==> config.mk <==
export PLATFORM = sky130hd
export DESIGN_NAME = multicycle_controller_flat
export DESIGN_NICKNAME = d
export VERILOG_FILES = /design/src/rtl/mips_pkg.sv /design/src/rtl/multicycle_controller_if.sv /design/src/rtl/multicycle_controller_alu_decoder.sv /design/src/rtl/multicycle_controller.sv /design/src/flat_wrapper.sv
export SDC_FILE = /design/constraint.sdc
export NUM_CORES = 1
export LEC_CHECK = 0
export BUFFER_PORTS_ARGS = -buffer_cell sky130_fd_sc_hd__buf_4
export CAP_MARGIN = 20
export CORE_UTILIZATION = 47
export DETAILED_ROUTE_END_ITERATION = 10
export GPL_ROUTABILITY_DRIVEN = 0
export GPL_TIMING_DRIVEN = 0
export MAX_ROUTING_LAYER = met4
export PLACE_DENSITY = 0.82
export SLEW_MARGIN = 20
export SYNTH_ARGS = -nofsm -noshare
export SYNTH_HDL_FRONTEND = slang
export SYNTH_HIERARCHICAL = 1
export SYNTH_SLANG_ARGS = --single-unit
export TNS_END_PERCENT = 100
==> constraint.sdc <==
create_clock -name clk -period 3.5 [get_ports clk]
set_input_delay 0.35 -clock clk [delete_from_list [all_inputs] [get_ports clk]]
set_output_delay 0.35 -clock clk [all_outputs]
set_load 0.02 [all_outputs]
==> src/rtl/mips_pkg.sv <==
// Shared ISA constants, ALU encodings and controller state set for the
// multicycle MIPS core.
package mips_pkg;

  localparam logic [5:0] OP_RTYPE = 6'b000000;
  localparam logic [5:0] OP_LW    = 6'b100011;
  localparam logic [5:0] OP_SW    = 6'b101011;
  localparam logic [5:0] OP_BEQ   = 6'b000100;
  localparam logic [5:0] OP_ADDI  = 6'b001000;
  localparam logic [5:0] OP_J     = 6'b000010;

  localparam logic [5:0] FN_ADD = 6'b100000;
  localparam logic [5:0] FN_SUB = 6'b100010;
  localparam logic [5:0] FN_AND = 6'b100100;
  localparam logic [5:0] FN_OR  = 6'b100101;
  localparam logic [5:0] FN_SLT = 6'b101010;

  localparam logic [2:0] ALU_AND = 3'b000;
  localparam logic [2:0] ALU_OR  = 3'b001;
  localparam logic [2:0] ALU_ADD = 3'b010;
  localparam logic [2:0] ALU_SUB = 3'b110;
  localparam logic [2:0] ALU_SLT = 3'b111;

  typedef enum logic [1:0] {
    ALUOP_ADD   = 2'b00,
    ALUOP_SUB   = 2'b01,
    ALUOP_FUNCT = 2'b10,
    ALUOP_RSVD  = 2'b11
  } aluop_t;

  typedef enum logic [3:0] {
    S_FETCH   = 4'd0,
    S_DECODE  = 4'd1,
    S_MEMADR  = 4'd2,
    S_MEMRD   = 4'd3,
    S_MEMWB   = 4'd4,
    S_MEMWR   = 4'd5,
    S_RTEXE   = 4'd6,
    S_RTWB    = 4'd7,
    S_BEQ     = 4'd8,
    S_ADDIEXE = 4'd9,
    S_ADDIWB  = 4'd10,
    S_JUMP    = 4'd11
  } state_t;

  function automatic logic is_legal_op(input logic [5:0] op);
    return (op == OP_LW) || (op == OP_SW) || (op == OP_RTYPE) ||
           (op == OP_BEQ) || (op == OP_ADDI) || (op == OP_J);
  endfunction

endpackage

==> src/rtl/multicycle_controller_if.sv <==
// Controller <-> datapath/memory signal bundle. master = controller side,
// slave = datapath side.
interface multicycle_controller_if;
  logic [5:0] op;
  logic [5:0] funct;
  logic       zero;
  logic       memready;
  logic       memwrite;
  logic       irwrite;
  logic       regwrite;
  logic       iord;
  logic       memtoreg;
  logic       regdst;
  logic       alusrca;
  logic [1:0] alusrcb;
  logic [1:0] pcsrc;
  logic       pcen;
  logic [2:0] alucontrol;
  logic       illegal;

  modport master (
    input  op, funct, zero, memready,
    output memwrite, irwrite, regwrite, iord, memtoreg, regdst, alusrca,
           alusrcb, pcsrc, pcen, alucontrol, illegal
  );

  modport slave (
    output op, funct, zero, memready,
    input  memwrite, irwrite, regwrite, iord, memtoreg, regdst, alusrca,
           alusrcb, pcsrc, pcen, alucontrol, illegal
  );
endinterface

==> src/rtl/multicycle_controller_alu_decoder.sv <==
// Combinational ALU decoder: aluop plus R-type funct field to alucontrol.
module alu_decoder
  import mips_pkg::*;
(
  input  aluop_t     i_aluop,
  input  logic [5:0] i_funct,
  output logic [2:0] o_alucontrol
);

  always_comb begin
    o_alucontrol = ALU_AND;
    case (i_aluop)
      ALUOP_ADD: o_alucontrol = ALU_ADD;
      ALUOP_SUB: o_alucontrol = ALU_SUB;
      ALUOP_FUNCT: begin
        case (i_funct)
          FN_ADD:  o_alucontrol = ALU_ADD;
          FN_SUB:  o_alucontrol = ALU_SUB;
          FN_AND:  o_alucontrol = ALU_AND;
          FN_OR:   o_alucontrol = ALU_OR;
          FN_SLT:  o_alucontrol = ALU_SLT;
          default: o_alucontrol = ALU_AND;
        endcase
      end
      default: o_alucontrol = ALU_AND;
    endcase
  end

endmodule

==> src/rtl/multicycle_controller.sv <==
// Moore sequencing FSM for the multicycle MIPS core with memory-ready stalls.
//   state   | meaning
//   FETCH   | read instr at PC, PC+4 -> PC, wait memready
//   DECODE  | branch target into ALUOut, dispatch on op
//   MEMADR  | lw/sw effective address
//   MEMRD   | data read at ALUOut, wait memready
//   MEMWB   | load data -> rt
//   MEMWR   | data write at ALUOut, wait memready
//   RTEXE   | R-type ALU op
//   RTWB    | ALUOut -> rd
//   BEQ     | compare, PC <- ALUOut if zero
//   ADDIEXE | A + SignImm
//   ADDIWB  | ALUOut -> rt
//   JUMP    | PC <- jump target
module multicycle_controller
  import mips_pkg::*;
(
  input logic                 clk,
  input logic                 reset,
  multicycle_controller_if.master bus
);

  state_t     r_state;
  state_t     w_next;
  state_t     w_state_eff;
  aluop_t     w_aluop;
  logic       w_pcwrite, w_branch, w_irwrite, w_memwrite, w_regwrite;
  logic       w_illegal;

  always_ff @(posedge clk) begin
    if (reset) r_state <= S_FETCH;
    else       r_state <= w_next;
  end

  always_comb begin
    w_next = r_state;
    case (r_state)
      S_FETCH:  w_next = bus.memready ? S_DECODE : S_FETCH;
      S_DECODE: begin
        case (bus.op)
          OP_LW, OP_SW: w_next = S_MEMADR;
          OP_RTYPE:     w_next = S_RTEXE;
          OP_BEQ:       w_next = S_BEQ;
          OP_ADDI:      w_next = S_ADDIEXE;
          OP_J:         w_next = S_JUMP;
          default:      w_next = S_FETCH;
        endcase
      end
      S_MEMADR: begin
        if (bus.op == OP_LW)      w_next = S_MEMRD;
        else if (bus.op == OP_SW) w_next = S_MEMWR;
        else                      w_next = S_FETCH;
      end
      S_MEMRD:   w_next = bus.memready ? S_MEMWB : S_MEMRD;
      S_MEMWB:   w_next = S_FETCH;
      S_MEMWR:   w_next = bus.memready ? S_FETCH : S_MEMWR;
      S_RTEXE:   w_next = S_RTWB;
      S_RTWB:    w_next = S_FETCH;
      S_BEQ:     w_next = S_FETCH;
      S_ADDIEXE: w_next = S_ADDIWB;
      S_ADDIWB:  w_next = S_FETCH;
      S_JUMP:    w_next = S_FETCH;
      default:   w_next = S_FETCH;
    endcase
  end

  // Under reset the selects show FETCH values regardless of the held state.
  assign w_state_eff = reset ? S_FETCH : r_state;

  always_comb begin
    w_pcwrite    = 1'b0;
    w_branch     = 1'b0;
    w_irwrite    = 1'b0;
    w_memwrite   = 1'b0;
    w_regwrite   = 1'b0;
    w_illegal    = 1'b0;
    w_aluop      = ALUOP_ADD;
    bus.iord     = 1'b0;
    bus.memtoreg = 1'b0;
    bus.regdst   = 1'b0;
    bus.alusrca  = 1'b0;
    bus.alusrcb  = 2'b00;
    bus.pcsrc    = 2'b00;
    case (w_state_eff)
      S_FETCH: begin
        bus.alusrcb = 2'b01;
        w_irwrite   = bus.memready;
        w_pcwrite   = bus.memready;
      end
      S_DECODE: begin
        bus.alusrcb = 2'b11;
        w_illegal   = !is_legal_op(bus.op);
      end
      S_MEMADR, S_ADDIEXE: begin
        bus.alusrca = 1'b1;
        bus.alusrcb = 2'b10;
      end
      S_MEMRD: bus.iord = 1'b1;
      S_MEMWB: begin
        bus.memtoreg = 1'b1;
        w_regwrite   = 1'b1;
      end
      S_MEMWR: begin
        bus.iord   = 1'b1;
        w_memwrite = 1'b1;
      end
      S_RTEXE: begin
        bus.alusrca = 1'b1;
        w_aluop     = ALUOP_FUNCT;
      end
      S_RTWB: begin
        bus.regdst = 1'b1;
        w_regwrite = 1'b1;
      end
      S_BEQ: begin
        bus.alusrca = 1'b1;
        w_aluop     = ALUOP_SUB;
        bus.pcsrc   = 2'b01;
        w_branch    = 1'b1;
      end
      S_ADDIWB: w_regwrite = 1'b1;
      S_JUMP: begin
        bus.pcsrc = 2'b10;
        w_pcwrite = 1'b1;
      end
      default: ;
    endcase
  end

  assign bus.irwrite  = w_irwrite  & ~reset;
  assign bus.memwrite = w_memwrite & ~reset;
  assign bus.regwrite = w_regwrite & ~reset;
  assign bus.illegal  = w_illegal  & ~reset;
  assign bus.pcen     = (w_pcwrite | (w_branch & bus.zero)) & ~reset;

  alu_decoder u_alu_decoder (
    .i_aluop      (w_aluop),
    .i_funct      (bus.funct),
    .o_alucontrol (bus.alucontrol)
  );

endmodule

==> src/flat_wrapper.sv <==
// flat-port wrapper written by rule: the top's interface ports become plain ports
module multicycle_controller_flat import mips_pkg::*;
  (clk, reset, bus_op, bus_funct, bus_zero, bus_memready, bus_memwrite, bus_irwrite, bus_regwrite, bus_iord, bus_memtoreg, bus_regdst, bus_alusrca, bus_alusrcb, bus_pcsrc, bus_pcen, bus_alucontrol, bus_illegal);
  multicycle_controller_if bus_i ();
  input logic clk;
  input logic reset;
  input wire logic [$bits(bus_i.op)-1:0] bus_op;
  input wire logic [$bits(bus_i.funct)-1:0] bus_funct;
  input wire logic [$bits(bus_i.zero)-1:0] bus_zero;
  input wire logic [$bits(bus_i.memready)-1:0] bus_memready;
  output wire logic [$bits(bus_i.memwrite)-1:0] bus_memwrite;
  output wire logic [$bits(bus_i.irwrite)-1:0] bus_irwrite;
  output wire logic [$bits(bus_i.regwrite)-1:0] bus_regwrite;
  output wire logic [$bits(bus_i.iord)-1:0] bus_iord;
  output wire logic [$bits(bus_i.memtoreg)-1:0] bus_memtoreg;
  output wire logic [$bits(bus_i.regdst)-1:0] bus_regdst;
  output wire logic [$bits(bus_i.alusrca)-1:0] bus_alusrca;
  output wire logic [$bits(bus_i.alusrcb)-1:0] bus_alusrcb;
  output wire logic [$bits(bus_i.pcsrc)-1:0] bus_pcsrc;
  output wire logic [$bits(bus_i.pcen)-1:0] bus_pcen;
  output wire logic [$bits(bus_i.alucontrol)-1:0] bus_alucontrol;
  output wire logic [$bits(bus_i.illegal)-1:0] bus_illegal;
  assign bus_i.op = bus_op;
  assign bus_i.funct = bus_funct;
  assign bus_i.zero = bus_zero;
  assign bus_i.memready = bus_memready;
  assign bus_memwrite = bus_i.memwrite;
  assign bus_irwrite = bus_i.irwrite;
  assign bus_regwrite = bus_i.regwrite;
  assign bus_iord = bus_i.iord;
  assign bus_memtoreg = bus_i.memtoreg;
  assign bus_regdst = bus_i.regdst;
  assign bus_alusrca = bus_i.alusrca;
  assign bus_alusrcb = bus_i.alusrcb;
  assign bus_pcsrc = bus_i.pcsrc;
  assign bus_pcen = bus_i.pcen;
  assign bus_alucontrol = bus_i.alucontrol;
  assign bus_illegal = bus_i.illegal;
  multicycle_controller u_core (.clk(clk), .reset(reset), .bus(bus_i));
endmodule
==> results of run 1 <==
[layout by cell type (no fill, tap or decap)]
cell      instances
buf_4            32
nor2_1           16
nor3_1            6
nand2_1           5
nand2b_1          5
nand3_1           5
a21oi_1           5
dfxtp_1           4
clkbuf_4          3
o21ai_0           3
nor2b_1           3
o41ai_2           3
buf_2             2
inv_1             2
a31oi_1           2
nor4_2            2
a32oi_1           2
and4bb_1          2
buf_6             1
clkbuf_1          1
or2_1             1
nand2b_4          1
and2_1            1
xor2_1            1
o21ai_1           1
or3_1             1
or2_4             1
or3_4             1
o21a_1            1
nand4_1           1
xnor2_1           1
o21bai_1          1
a41oi_2           1
nor3b_2           1
a41o_1            1
a31o_2            1
o211a_1           1
[worst paths after layout]
path | startpoint | end
max | u_core/r_state[2]$_SDFF_PP0_ | bus_alucontrol[2]
min | bus_op[4] | u_core/r_state[3]$_SDFF_PP0_
max reg2reg | u_core/r_state[0]$_SDFF_PP0_ | u_core/r_state[0]$_SDFF_PP0_
min reg2reg | u_core/r_state[1]$_SDFF_PP0_ | u_core/r_state[1]$_SDFF_PP0_
[cell usage after synthesis]
master | count | share of area (%)
a21oi_1 | 5 | 3.9
a31o_2 | 1 | 1.4
a31oi_1 | 2 | 2.0
a32oi_1 | 2 | 2.8
a41o_1 | 1 | 1.6
a41oi_2 | 1 | 2.6
and2_1 | 1 | 0.99
and4bb_1 | 2 | 3.9
buf_2 | 2 | 1.6
buf_4 | 2 | 2.4
buf_6 | 1 | 1.8
clkbuf_1 | 1 | 0.59
dfxtp_1 | 4 | 13
inv_1 | 2 | 1.2
nand2_1 | 5 | 3.0
nand2b_1 | 5 | 4.9
nand2b_4 | 1 | 2.2
nand3_1 | 5 | 3.9
nand4_1 | 1 | 0.99
nor2_1 | 16 | 9.5
nor2b_1 | 3 | 3.0
nor3_1 | 6 | 4.7
nor3b_2 | 1 | 2.0
nor4_2 | 2 | 3.9
o211a_1 | 1 | 1.6
o21a_1 | 1 | 1.2
o21ai_0 | 3 | 2.4
o21ai_1 | 1 | 0.79
o21bai_1 | 1 | 1.2
o41ai_2 | 3 | 7.7
or2_1 | 1 | 0.99
or2_4 | 1 | 1.4
or3_1 | 1 | 0.99
or3_4 | 1 | 1.8
xnor2_1 | 1 | 1.4
xor2_1 | 1 | 1.4
[final cells by class]
cell class	count	share of cell area [%]
Buffer	6	4.45
Clock buffer	3	2.50
Inverter	2	0.834
Multi-Input combinational cell	76	56.3
Sequential cell	4	8.90
Tap cell	14	1.95
Timing Repair Buffer	30	25.0
[worst max-delay path: stages, from the launching register on]
cell and delay, ns:
dfxtp_1 0.29, buf_2 0.18, nor2_1 0.20, nand2_1 0.13, nor3_1 0.33, nor3b_2 0.12
a41o_1 0.24, buf_4 0.15
[routing by layer]
metal	wire length [um]	up-vias	global-route usage, %
li1	-	391	-
met1	817	372	35.2
met2	913	33	43.3
met3	99	0	4.05
met4	0	0	10.3
met5	0	-	-
[kinds of logic after synthesis]
kind of cell	count (synthesis)	synth area share [%]
compound gates	22	29.0
flops	4	12.6
buf+inv	8	7.49
xor+xnor	2	2.76
simple gates	52	48.1
[through the flow]
step,util (%),hold WS (ns),area (um^2)
floorplan,-,0.572,634
global placement,73.9,0.678,877
detailed placement,73.9,0.673,877
CTS,75.8,0.458,900
global route,75.8,0.469,900
finish,75.8,0.470,900
[power by group through the flow]
stage	Combinational, mW	Clock, mW	Sequential [mW]
2_1_floorplan	0.0295	0	0.0480
3_3_place_gp	0.0533	0	0.0482
3_5_place_dp	0.0549	0	0.0482
4_1_cts	0.0550	0.0586	0.0475
5_1_grt	0.0599	0.0595	0.0476
6_report	0.0553	0.0546	0.0477
==> metrics, run 1 <==
clk root buf=clkbuf_4; Pleak=approximately 0.40 nW; synth unique cells=36; DR WL/cell=around 14 um; Initial Util=between 50% and 60%; initial drt markers=21; CP Data Required Time=between 3 and 4 ns; vias in the first global route=662; area of the multi-input gates=507 um^2; IO buf count=30; Fillers=96; Post-Route Skew=between 0.0015 and 0.002 ns; CP Capture Type=output pin; Clock Pin Slew Worst Setup and Hold Paths=around 0.03 ns; drt first pass iters=4; Nets=139; core area=around 0.0012 mm^2; worst skew pair latency=around 0.23 ns; reg2reg setup slack=2.19 ns; layout cells sized above 1=between 40% and 50%; Combinational Power Share=about a third; TNS Setup=0 ns; Netlist Area Pre-Place=approximately 630 um^2; Final ANT Viol Nets=0; Largest Register=u_core/r_state; Final Critical Period=2.22 ns; Hold Buf Count CTS=0; Max VDD drop=~0.19 mV; Area Overhead vs Synth=41.8%; max cap viols=0; Worst Setup Slack, final=roughly 1.3 ns; hold crit path type=primary input to flop; CTS Buffer Depth=2; R2R depth=4; initial antenna violation count=0; max reg flops=4; syn_nets=104; slew margin rel.=73.6%; Via Count=around 800; final non-filler cell total=135; Pint=0.112 mW; PD cells=~180 mW/mm^2; Seq cells post-synth=4; DRC errors left=0; largest net degree at the start of global routing=11; Post-CTS Repair Setup Buffers=0; unrepaired setup endpoints after global routing=no; TritonCTS buffer count=3; Fin. Hold Viols=0; synth warn=6; GRT Total Usage=27.5%; post-route clock period utilization=63.3%; post-synthesis cell count=88; post-CTS sizing=0; Core Rows=12; CP arrival=1.87 ns; H-tree depth=1; Die Area=between 0.0015 and 0.002 mm^2; setup violators final=0; f_max=0.451 GHz; overall routed net length=between 1500 and 2000 um; I/O pin cnt=32; sequential-to-total area share from yosys stat=between 10 and 15%; Crit Path Class=flop to output pin; total power=around 0.16 mW; DIE WIDTH=between 30 and 40 um; Net Sw Frac=between 20% and 30%; DR vias/cell=a little under 6; sequential power share=a little under a third; pre-CTS WS=1.48 ns; startpoint types=flop; switching pwr=around 0.046 mW; worst hold stages=3; Final Slew Violations=0; worst-margin pin slew=a little under 0.4 ns; mean post-synth cell area=7.21 um^2; Max FO, Critical Path=10; clk sinks=4; Placed Cells=between 100 and 150; Top Registers=u_core/r_state (4); grt total ovfl=0; first-pass GRT wire length=about 2800 um; Die Y=38.7 um; Reg area=approximately 80 um^2; status=finished, final reports clean; CTS tree=yes; Clk pwr share=approximately 35%; Diodes inserted=0; dpl hpwl=1450 um
Note: power is estimated with default switching activity, not from simulation.
==> run 2: changes to the inputs <==
- CORE_UTILIZATION: 47 -> 40
- PLACE_DENSITY: 0.82 -> 0.74
- clock period: 3.5 -> 1.8 ns (I/O delays scaled with it)
==> run 2 against run 1 <==
  * Flip-flop and latch count unchanged
  * Sequential power is 96% higher
  * Critical path type unchanged
  * First-iteration DRC count down 24%
  * Register-to-register slack worse by 1.8 ns
  * Highest routed layer is now met4
  * Hold slack worse by 0.19 ns
  * Clock skew increased by 0.00096 ns
  * Largest power group unchanged
  * Combinational power grew 110%
  * Clock power is 96% higher
  * Wire length down 1.4%
==> metrics, run 2 (same netlist as run 1, synthesis figures left out) <==
status=finished, final reports clean; FF-to-FF Start=u_core/r_state[0]$_SDFF_PP0_; Post-Route Skew=around 0.0026 ns; CTS tree=yes; vias in the first global route=695; Top Registers=u_core/r_state (4); Final Slew Violations=0; Max VDD drop=0.364 mV; Max FO, Critical Path=10; layout cells sized above 1=between 40 and 50%; CP Capture Type=output pin; CP top delay family=simple AND/OR/NAND/NOR gates; f_max=between 0.5 and 0.6 GHz; Largest Register=u_core/r_state; Via Count=between 700 and 800; commonest cells after routing, fill and taps aside=buf_4, nor2_1, nor3_1, nand2b_1, a21oi_1; Fin. Hold Viols=0; startpoint types=flop; worst skew pair latency=~0.23 ns; max cap viols=0; Pleak=around 0.42 nW; slowest CP cell=or3_1; initial antenna violation count=0; Final ANT Viol Nets=0; most common cell after layout, fill and taps aside=buf_4; CTS Buffer Depth=2; TritonCTS buffer count=3; Placed Cells=134; max reg flops=4; grt total ovfl=0; I/O pin cnt=32; GRT Total Usage=between 20% and 30%; DR vias/cell=approximately 5.7; first-pass GRT wire length=about 3000 um; DR WL/cell=13.1 um; worst-margin pin slew=~0.44 ns; Fillers=roughly 140; final hold slack=between 0.2 and 0.3 ns; area of the multi-input gates=roughly 540 um^2; Final Critical Period=between 1.5 and 2 ns; clk root buf=clkbuf_4; initial drt markers=16; Core Rows=14; drt first pass iters=4; DIE WIDTH=approximately 42 um; slew margin rel.=between 70% and 80%; Worst Setup Slack, final=between 0.07 and 0.08 ns; pre-CTS WS=roughly 0.022 ns; core area=about 0.0015 mm^2; Crit Path Class=flop to output pin; unrepaired setup endpoints after global routing=no; R2R Path End=u_core/r_state[0]$_SDFF_PP0_; Crit path largest cell delay=about 0.4 ns; crit-path most repeated cell=buf_4; IO buf count=30; clk sinks=4; PD cells=between 300 and 400 mW/mm^2; CP Cell Sequence=buf_4, or3_1, nor4_2, buf_4; Initial Util=between 40% and 50%; Setup crit start=u_core/r_state[2]$_SDFF_PP0_; final non-filler cell total=around 140; Reg area=83.8 um^2; CP arrival=roughly 1.5 ns; Diodes inserted=0; setup violators final=0; Crit path depth=4; CP Data Required Time=roughly 1.6 ns; WP buf/inv=2; largest net degree at the start of global routing=11; DRC errors left=0; reg2reg setup slack=0.38 ns; dpl hpwl=1380 um; worst setup path end=bus_illegal; Nets=140; R2R depth=5; post-route clock period utilization=between 90% and 100%; Die Y=about 42 um; hold crit path type=primary input to flop; Die Area=0.00175 mm^2; H-tree depth=1; Area Overhead vs Synth=51.1%; Clock Pin Slew Worst Setup and Hold Paths=roughly 0.040 ns; overall routed net length=about 1800 um
-- run 2: per-layer routing --
layer	wire [um]	share of wire, %	GRT usage, %
met5	0	0	-
met4	14	0.78	11.6
met3	65	3.6	3.04
met2	900	50	32.8
met1	824	46	29.0
-- run 2: power by group --
group / switching (mW) / internal (mW) / total (mW) / leakage [nW]
Combinational: 0.0594 / 0.0557 / 0.115 / 0.372
Clock: 0.0329 / 0.0743 / 0.107 / 0.0138
Sequential: 0.00193 / 0.0913 / 0.0933 / 0.0338
-- run 2: worst min path at each step --
stage	start	to	slack, ns	cells after the start
CTS	bus_op[4]	u_core/r_state[3]$_SDFF_PP0_	0.28	3
detailed placement	bus_op[4]	u_core/r_state[3]$_SDFF_PP0_	0.53	3
floorplan	bus_op[1]	u_core/r_state[2]$_SDFF_PP0_	0.40	3
global placement	bus_op[4]	u_core/r_state[3]$_SDFF_PP0_	0.52	3
finish	bus_op[4]	u_core/r_state[3]$_SDFF_PP0_	0.28	3
global route	bus_op[4]	u_core/r_state[3]$_SDFF_PP0_	0.30	3
-- run 2: final cells by class --
cell class | instances | area share (%)
Buffer | 6 | 5.09
Multi-Input combinational cell | 76 | 56.7
Inverter | 2 | 0.783
Clock buffer | 3 | 2.35
Tap cell | 16 | 2.09
Timing Repair Buffer | 31 | 24.3
Sequential cell | 4 | 8.75
-- run 2: worst min-delay path, stage by stage --
cell and delay [ns]:
buf_4 0.09, o41ai_2 0.07, nor2b_1 0.12
-- run 2: repair_timing --
item,CTS,global route
pin swaps,2,3
hold buffers,0,0
endpoints found under the setup margin,5,5
gates resized for setup,8,7
setup buffers,1,0
-- run 2: through the flow --
step	area (um^2)	TNS (ns)	power, mW	util (%)
after floorplan	634	0	0.151	-
after global placement	880	0	0.198	59.1
after detailed placement	880	0	0.200	59.1
after CTS	940	-0.000816	0.320	63.1
after global routing	958	0	0.334	64.4
final	958	0	0.316	64.4
